### config.mk
export PLATFORM = sky130hd
export DESIGN_NAME = ct_operand_loader_flat
export DESIGN_NICKNAME = d
export VERILOG_FILES = /design/src/rtl/ct_operand_loader_if.sv /design/src/rtl/ct_operand_loader.sv /design/src/flat_wrapper.sv
export SDC_FILE = /design/constraint.sdc
export NUM_CORES = 1
export LEC_CHECK = 0
export ABC_AREA = 0
export CAP_MARGIN = 20
export CORE_MARGIN = 2
export CORE_UTILIZATION = 48
export DETAILED_ROUTE_END_ITERATION = 10
export PLACE_DENSITY = 0.84
export SYNTH_ARGS = -nofsm -noshare
export SYNTH_HDL_FRONTEND = slang
export SYNTH_SLANG_ARGS = --single-unit
### constraint.sdc
create_clock -name clk -period 2.8 [get_ports clk]
set_input_delay 0.7 -clock clk [delete_from_list [all_inputs] [get_ports clk]]
set_output_delay 0.7 -clock clk [all_outputs]
set_load 0.02 [all_outputs]
### src/rtl/ct_operand_loader_if.sv
// Stream-in / frame-out bundle between the operand source, the loader and the CT block.
interface ct_operand_loader_if #(
    parameter int DATA_W = 4,
    parameter int OP_W   = 5,
    parameter int RES_W  = 9,
    parameter int CNT_W  = 8
);
    logic              in_valid;
    logic              in_ready;
    logic [DATA_W-1:0] in_data;
    logic [OP_W-1:0]   in_opcode;
    logic              out_valid;
    logic              out_ready;
    logic [OP_W-1:0]   opcode;
    logic [DATA_W-1:0] in_n0;
    logic [DATA_W-1:0] in_n1;
    logic [DATA_W-1:0] in_n2;
    logic [DATA_W-1:0] in_n3;
    logic [DATA_W-1:0] in_n4;
    logic [DATA_W-1:0] in_n5;
    logic [RES_W-1:0]  ct_out_n;
    logic [RES_W-1:0]  res_n;
    logic              res_valid;
    logic [CNT_W-1:0]  frame_cnt;

    modport master (
        output in_valid, in_data, in_opcode, out_ready, ct_out_n,
        input  in_ready, out_valid, opcode, in_n0, in_n1, in_n2, in_n3, in_n4, in_n5,
               res_n, res_valid, frame_cnt
    );

    modport slave (
        input  in_valid, in_data, in_opcode, out_ready, ct_out_n,
        output in_ready, out_valid, opcode, in_n0, in_n1, in_n2, in_n3, in_n4, in_n5,
               res_n, res_valid, frame_cnt
    );
endinterface

### src/rtl/ct_operand_loader.sv
// Collects one opcode plus six operand beats into a stable frame for CT and captures its result.
// Optional synchronous abort input is enabled by defining CT_LOADER_ABORT_EN.
module ct_operand_loader #(
    parameter int NUM_OPND = 6,
    parameter int DATA_W   = 4,
    parameter int OP_W     = 5,
    parameter int RES_W    = 9,
    parameter int CNT_W    = 8
) (
    input  logic clk,
    input  logic rst_n,
`ifdef CT_LOADER_ABORT_EN
    input  logic abort,
`endif
    ct_operand_loader_if.slave bus
);

    typedef enum logic [1:0] {IDLE, LOAD, HOLD} state_t;

    localparam logic [2:0] LAST_BEAT = 3'(NUM_OPND - 1);

    state_t            state;
    logic [2:0]        cnt;
    logic [OP_W-1:0]   opcode_q;
    logic [DATA_W-1:0] opnd_q [NUM_OPND];
    logic              out_valid_q;
    logic              res_valid_q;
    logic [RES_W-1:0]  res_q;
    logic [CNT_W-1:0]  frame_cnt_q;
    logic              abort_hit;

`ifdef CT_LOADER_ABORT_EN
    assign abort_hit = abort;
`else
    assign abort_hit = 1'b0;
`endif

    always_ff @(posedge clk or negedge rst_n) begin
        if (!rst_n) begin
            state       <= IDLE;
            cnt         <= '0;
            opcode_q    <= '0;
            out_valid_q <= 1'b0;
            res_valid_q <= 1'b0;
            res_q       <= '0;
            frame_cnt_q <= '0;
            for (int i = 0; i < NUM_OPND; i++) begin
                opnd_q[i] <= '0;
            end
        end else begin
            res_valid_q <= 1'b0;
            // Abort wins over any beat or consume happening on the same edge.
            if (abort_hit) begin
                state       <= IDLE;
                cnt         <= '0;
                out_valid_q <= 1'b0;
            end else begin
                case (state)
                    IDLE: begin
                        if (bus.in_valid) begin
                            opcode_q  <= bus.in_opcode;
                            opnd_q[0] <= bus.in_data;
                            cnt       <= 3'd1;
                            state     <= LOAD;
                        end
                    end
                    LOAD: begin
                        if (bus.in_valid) begin
                            for (int i = 1; i < NUM_OPND; i++) begin
                                if (cnt == 3'(i)) begin
                                    opnd_q[i] <= bus.in_data;
                                end
                            end
                            if (cnt == LAST_BEAT) begin
                                cnt         <= '0;
                                out_valid_q <= 1'b1;
                                state       <= HOLD;
                            end else begin
                                cnt <= cnt + 3'd1;
                            end
                        end
                    end
                    HOLD: begin
                        // CT is combinational, so its output already reflects the held frame.
                        if (bus.out_ready) begin
                            res_q       <= bus.ct_out_n;
                            res_valid_q <= 1'b1;
                            frame_cnt_q <= frame_cnt_q + 1'b1;
                            out_valid_q <= 1'b0;
                            state       <= IDLE;
                        end
                    end
                    default: state <= IDLE;
                endcase
            end
        end
    end

    assign bus.in_ready  = (state != HOLD);
    assign bus.out_valid = out_valid_q;
    assign bus.opcode    = opcode_q;
    assign bus.in_n0     = opnd_q[0];
    assign bus.in_n1     = opnd_q[1];
    assign bus.in_n2     = opnd_q[2];
    assign bus.in_n3     = opnd_q[3];
    assign bus.in_n4     = opnd_q[4];
    assign bus.in_n5     = opnd_q[5];
    assign bus.res_n     = res_q;
    assign bus.res_valid = res_valid_q;
    assign bus.frame_cnt = frame_cnt_q;

endmodule

### src/flat_wrapper.sv
// flat-port wrapper written by rule: the top's interface ports become plain ports
module ct_operand_loader_flat 
#(
    parameter int NUM_OPND = 6,
    parameter int DATA_W   = 4,
    parameter int OP_W     = 5,
    parameter int RES_W    = 9,
    parameter int CNT_W    = 8
)
  (clk, rst_n, bus_in_valid, bus_in_data, bus_in_opcode, bus_out_ready, bus_ct_out_n, bus_in_ready, bus_out_valid, bus_opcode, bus_in_n0, bus_in_n1, bus_in_n2, bus_in_n3, bus_in_n4, bus_in_n5, bus_res_n, bus_res_valid, bus_frame_cnt);
  ct_operand_loader_if #(.DATA_W(DATA_W), .OP_W(OP_W), .RES_W(RES_W), .CNT_W(CNT_W)) bus_i ();
  input  logic clk;
  input  logic rst_n;
  input wire logic [$bits(bus_i.in_valid)-1:0] bus_in_valid;
  input wire logic [$bits(bus_i.in_data)-1:0] bus_in_data;
  input wire logic [$bits(bus_i.in_opcode)-1:0] bus_in_opcode;
  input wire logic [$bits(bus_i.out_ready)-1:0] bus_out_ready;
  input wire logic [$bits(bus_i.ct_out_n)-1:0] bus_ct_out_n;
  output wire logic [$bits(bus_i.in_ready)-1:0] bus_in_ready;
  output wire logic [$bits(bus_i.out_valid)-1:0] bus_out_valid;
  output wire logic [$bits(bus_i.opcode)-1:0] bus_opcode;
  output wire logic [$bits(bus_i.in_n0)-1:0] bus_in_n0;
  output wire logic [$bits(bus_i.in_n1)-1:0] bus_in_n1;
  output wire logic [$bits(bus_i.in_n2)-1:0] bus_in_n2;
  output wire logic [$bits(bus_i.in_n3)-1:0] bus_in_n3;
  output wire logic [$bits(bus_i.in_n4)-1:0] bus_in_n4;
  output wire logic [$bits(bus_i.in_n5)-1:0] bus_in_n5;
  output wire logic [$bits(bus_i.res_n)-1:0] bus_res_n;
  output wire logic [$bits(bus_i.res_valid)-1:0] bus_res_valid;
  output wire logic [$bits(bus_i.frame_cnt)-1:0] bus_frame_cnt;
  assign bus_i.in_valid = bus_in_valid;
  assign bus_i.in_data = bus_in_data;
  assign bus_i.in_opcode = bus_in_opcode;
  assign bus_i.out_ready = bus_out_ready;
  assign bus_i.ct_out_n = bus_ct_out_n;
  assign bus_in_ready = bus_i.in_ready;
  assign bus_out_valid = bus_i.out_valid;
  assign bus_opcode = bus_i.opcode;
  assign bus_in_n0 = bus_i.in_n0;
  assign bus_in_n1 = bus_i.in_n1;
  assign bus_in_n2 = bus_i.in_n2;
  assign bus_in_n3 = bus_i.in_n3;
  assign bus_in_n4 = bus_i.in_n4;
  assign bus_in_n5 = bus_i.in_n5;
  assign bus_res_n = bus_i.res_n;
  assign bus_res_valid = bus_i.res_valid;
  assign bus_frame_cnt = bus_i.frame_cnt;
  ct_operand_loader #(.NUM_OPND(NUM_OPND), .DATA_W(DATA_W), .OP_W(OP_W), .RES_W(RES_W), .CNT_W(CNT_W)) u_core (.clk(clk), .rst_n(rst_n), .bus(bus_i));
endmodule
==> out/results.txt <==
post-CTS sizing: 0
largest family of logic cells by synthesized area: multiplexers
post-route ant nets: 0
Starting Density: 49.1%
Synth top area share: 62.9%
Clock Tree Root: clkbuf_8
multi-input logic area: 757 µm²
clock sinks: 53
Tcrit/Tclk final: 87.7%
xor/xnor cell area share of the yosys netlist: 2.91%
# port buffers: 70
largest net degree at the start of global routing: 30
RSZ-0062 raised after global routing: no
Die Ht: 70.3 µm
layout cell share with drive strength beyond 1: 18.8%
Synth area leaders: dfrtp_1, mux2_2, nand2_1
Worst-Margin Slew: 0.657 ns
Synth Warn #: 0
adder-cell share of the synthesized area: 1.19%
Nets: 263
critical path required time: 2.10 ns
Slew headroom: 56.2%
vias in the first global route: 1496
global-route wire length before repair: 7.49 mm
Post-synth ARST share: 100%
#FFs+latches synth: 53
crit path time final: 2.45 ns
Remaining DRCs: 0
Pwr Total: 3.24 mW
final hold violation count: 0
EDFF count, synth: 0
WP data arrival: 1.75 ns
DPL Wire Length: 3.16 mm
initial drt markers: 119
vias per inst: 5.14
status: complete, no violations
Cell Area, Synth: 0.00211 mm²
Overflow after GRT: 0
pins over their slew limit: 0
Synth Area per Inst: 13.1 µm²
Mapped Cells: 161
via count: 1497
GRT Util Overall: 19.6%
Placed Cells incl. Taps: 284
syn nets: 185
Fin Clk Skew: 0.00686 ns
Clock transition at path regs: 0.09 ns
startpoint types: register
f_max: 407 MHz
IO Count: 71
largest area contributor in the netlist: dfrtp_1
critical path endpoint category: output port
CTS Buf Count: 5
Final WS setup: 0.345 ns
post-synthesis mux area share: 16.0%
final std cells w/o fill: 291
Seq/Total Area, Yosys: 62.9%
Synth cell types: 28
post-CTS setup buffers: 0
clk_lat worst skew: 0.30 ns
Setup-failing EPs final: 0
Die X: 70.3 µm
simple-gate share of the synthesized area: 13.3%
maximum vdd ir drop: 0.000582 V
CTS HTree Levels: 2
num rows: 24
initial antenna violation count: 0
Die Outline Area: 0.00494 mm²
Final TNS setup: 0 ns
CTS Hold Buffers Added: 0
# diodes: 0
Pwr Density: 1080 mW/mm²
Hold WS: 0.413 ns
CORE AREA: 0.00429 mm²
fillers: 340
Leak: 1.35 nW
Area growth syn-to-layout: 41.8%
Longest Clk Path Bufs: 2
ys flop type: dfrtp_1
Final GP Congestion: 0.787
CTS tree: built
post-place setup slack: 0.451 ns
CP max FO: 11
critical path class: reg -> out
compound-gate portion of the synthesized area: 2.49%
Reg area: 0.00133 mm²
wirelength, routed: 4.42 mm
worst hold path type: in -> async
WL per Instance: 15.2 µm
max cap viols: 0
DR pass1 iterations: 4
==> layer usage <==
metal	part of all wire [%]	vias to the layer above	routed length [µm]	track usage (%)
li1	-	702	-	-
met1	42	755	1860	24.5
met2	53	38	2320	32.4
met3	4.7	2	208	6.35
met4	0.63	0	28	6.20
met5	0	-	0	0
==> registers in the layout, summed over array words and instances, names as in the netlist <==
register              count
u_core.cnt                3
u_core.bus.res_valid      1
u_core.bus.out_valid      1
u_core.bus.in_n0          4
u_core.bus.res_n          9
u_core.bus.in_n5          4
u_core.bus.opcode         5
u_core.bus.in_n2          4
u_core.bus.frame_cnt      8
u_core.state              2
u_core.bus.in_n4          4
u_core.bus.in_n3          4
u_core.bus.in_n1          4
==> report_power, final <==
group          switching [mW]  internal (mW)  leakage, nW
logic                   0.672          0.787        0.634
registers               0.199           1.08        0.665
clock network           0.242          0.260       0.0540
==> kinds of logic (layout without fill, tap and decap cells) <==
group                      after synthesis  in the layout
buffers and inverters                    6             84
DFF                                     53             53
and+or+nand+nor                         56             56
AOI/OAI and AO/OA                        7              7
muxes                                   30             30
xor gates and xnor gates                 7              7
adders and majority gates                2              2
==> Yosys cell counts (all sizes together) (3+ instances only) <==
| cell type | instances |
|---|---|
| inv | 3 |
| nand2 | 33 |
| xor2 | 3 |
| nand4 | 5 |
| dfrtp | 53 |
| mux2 | 30 |
| nor2b | 3 |
| xnor2 | 4 |
==> worst paths after layout <==
kind                                          from                      end  slack [ns]  cells after the start
max in group asynchronous                    rst_n      u_core.bus.res_n[0]        1.60                      2
min in group clk           u_core.bus.frame_cnt[7]  u_core.bus.frame_cnt[7]        0.47                      1
max reg2reg                        u_core.state[0]      u_core.bus.in_n2[1]        1.21                      3
min reg2reg                u_core.bus.frame_cnt[7]  u_core.bus.frame_cnt[7]        0.47                      1
max                                u_core.state[0]             bus_in_ready        0.35                      2
min                                          rst_n      u_core.bus.in_n3[0]        0.41                      1
==> critical path, stage by stage, from the launching register on <==
cell             delay [ns]
dfrtp_1                0.52
nand2b_1               0.28
clkdlybuf4s50_1        0.65
==> layout by cell type (no fill, tap or decap) <==
| master | count |
|---|---|
| nor2b_1 | 3 |
| dfrtp_1 | 53 |
| nand3_1 | 1 |
| nand3b_1 | 2 |
| clkbuf_8 | 5 |
| ha_1 | 2 |
| clkdlybuf4s50_1 | 69 |
| and2_1 | 1 |
| mux2_2 | 30 |
| clkinv_2 | 1 |
| or3_1 | 1 |
| a21o_1 | 2 |
| bufinv_16 | 1 |
| buf_4 | 4 |
| nor3_1 | 2 |
| nand4b_1 | 1 |
| and3_1 | 1 |
| inv_1 | 3 |
| nand2_1 | 33 |
| xor2_1 | 3 |
| a41oi_1 | 1 |
| nor2_2 | 1 |
| nor2_1 | 1 |
| nor3b_2 | 1 |
| or4b_4 | 1 |
| xnor2_1 | 4 |
| nand2b_1 | 2 |
| o21bai_1 | 2 |
| nand4_1 | 5 |
| o21ai_0 | 1 |
| buf_2 | 1 |
| a2111oi_0 | 1 |
==> stage by stage <==
stage                     utilization, %  area (µm²)
after floorplan                        -        2110
after global placement              67.2        2890
after detailed placement            67.2        2890
after CTS                           69.6        2990
after global routing                69.6        2990
final                               69.6        2990
==> final cells by class <==
type / count / area share, %
inverters: 3 / 0.377
repair buffers: 74 / 24.3
clock buffers: 5 / 2.30
well taps: 52 / 2.18
multi-input cells: 102 / 25.3
flip-flops and latches: 53 / 44.4
clock inverters: 2 / 1.17
(Power assumes the default switching activity.)
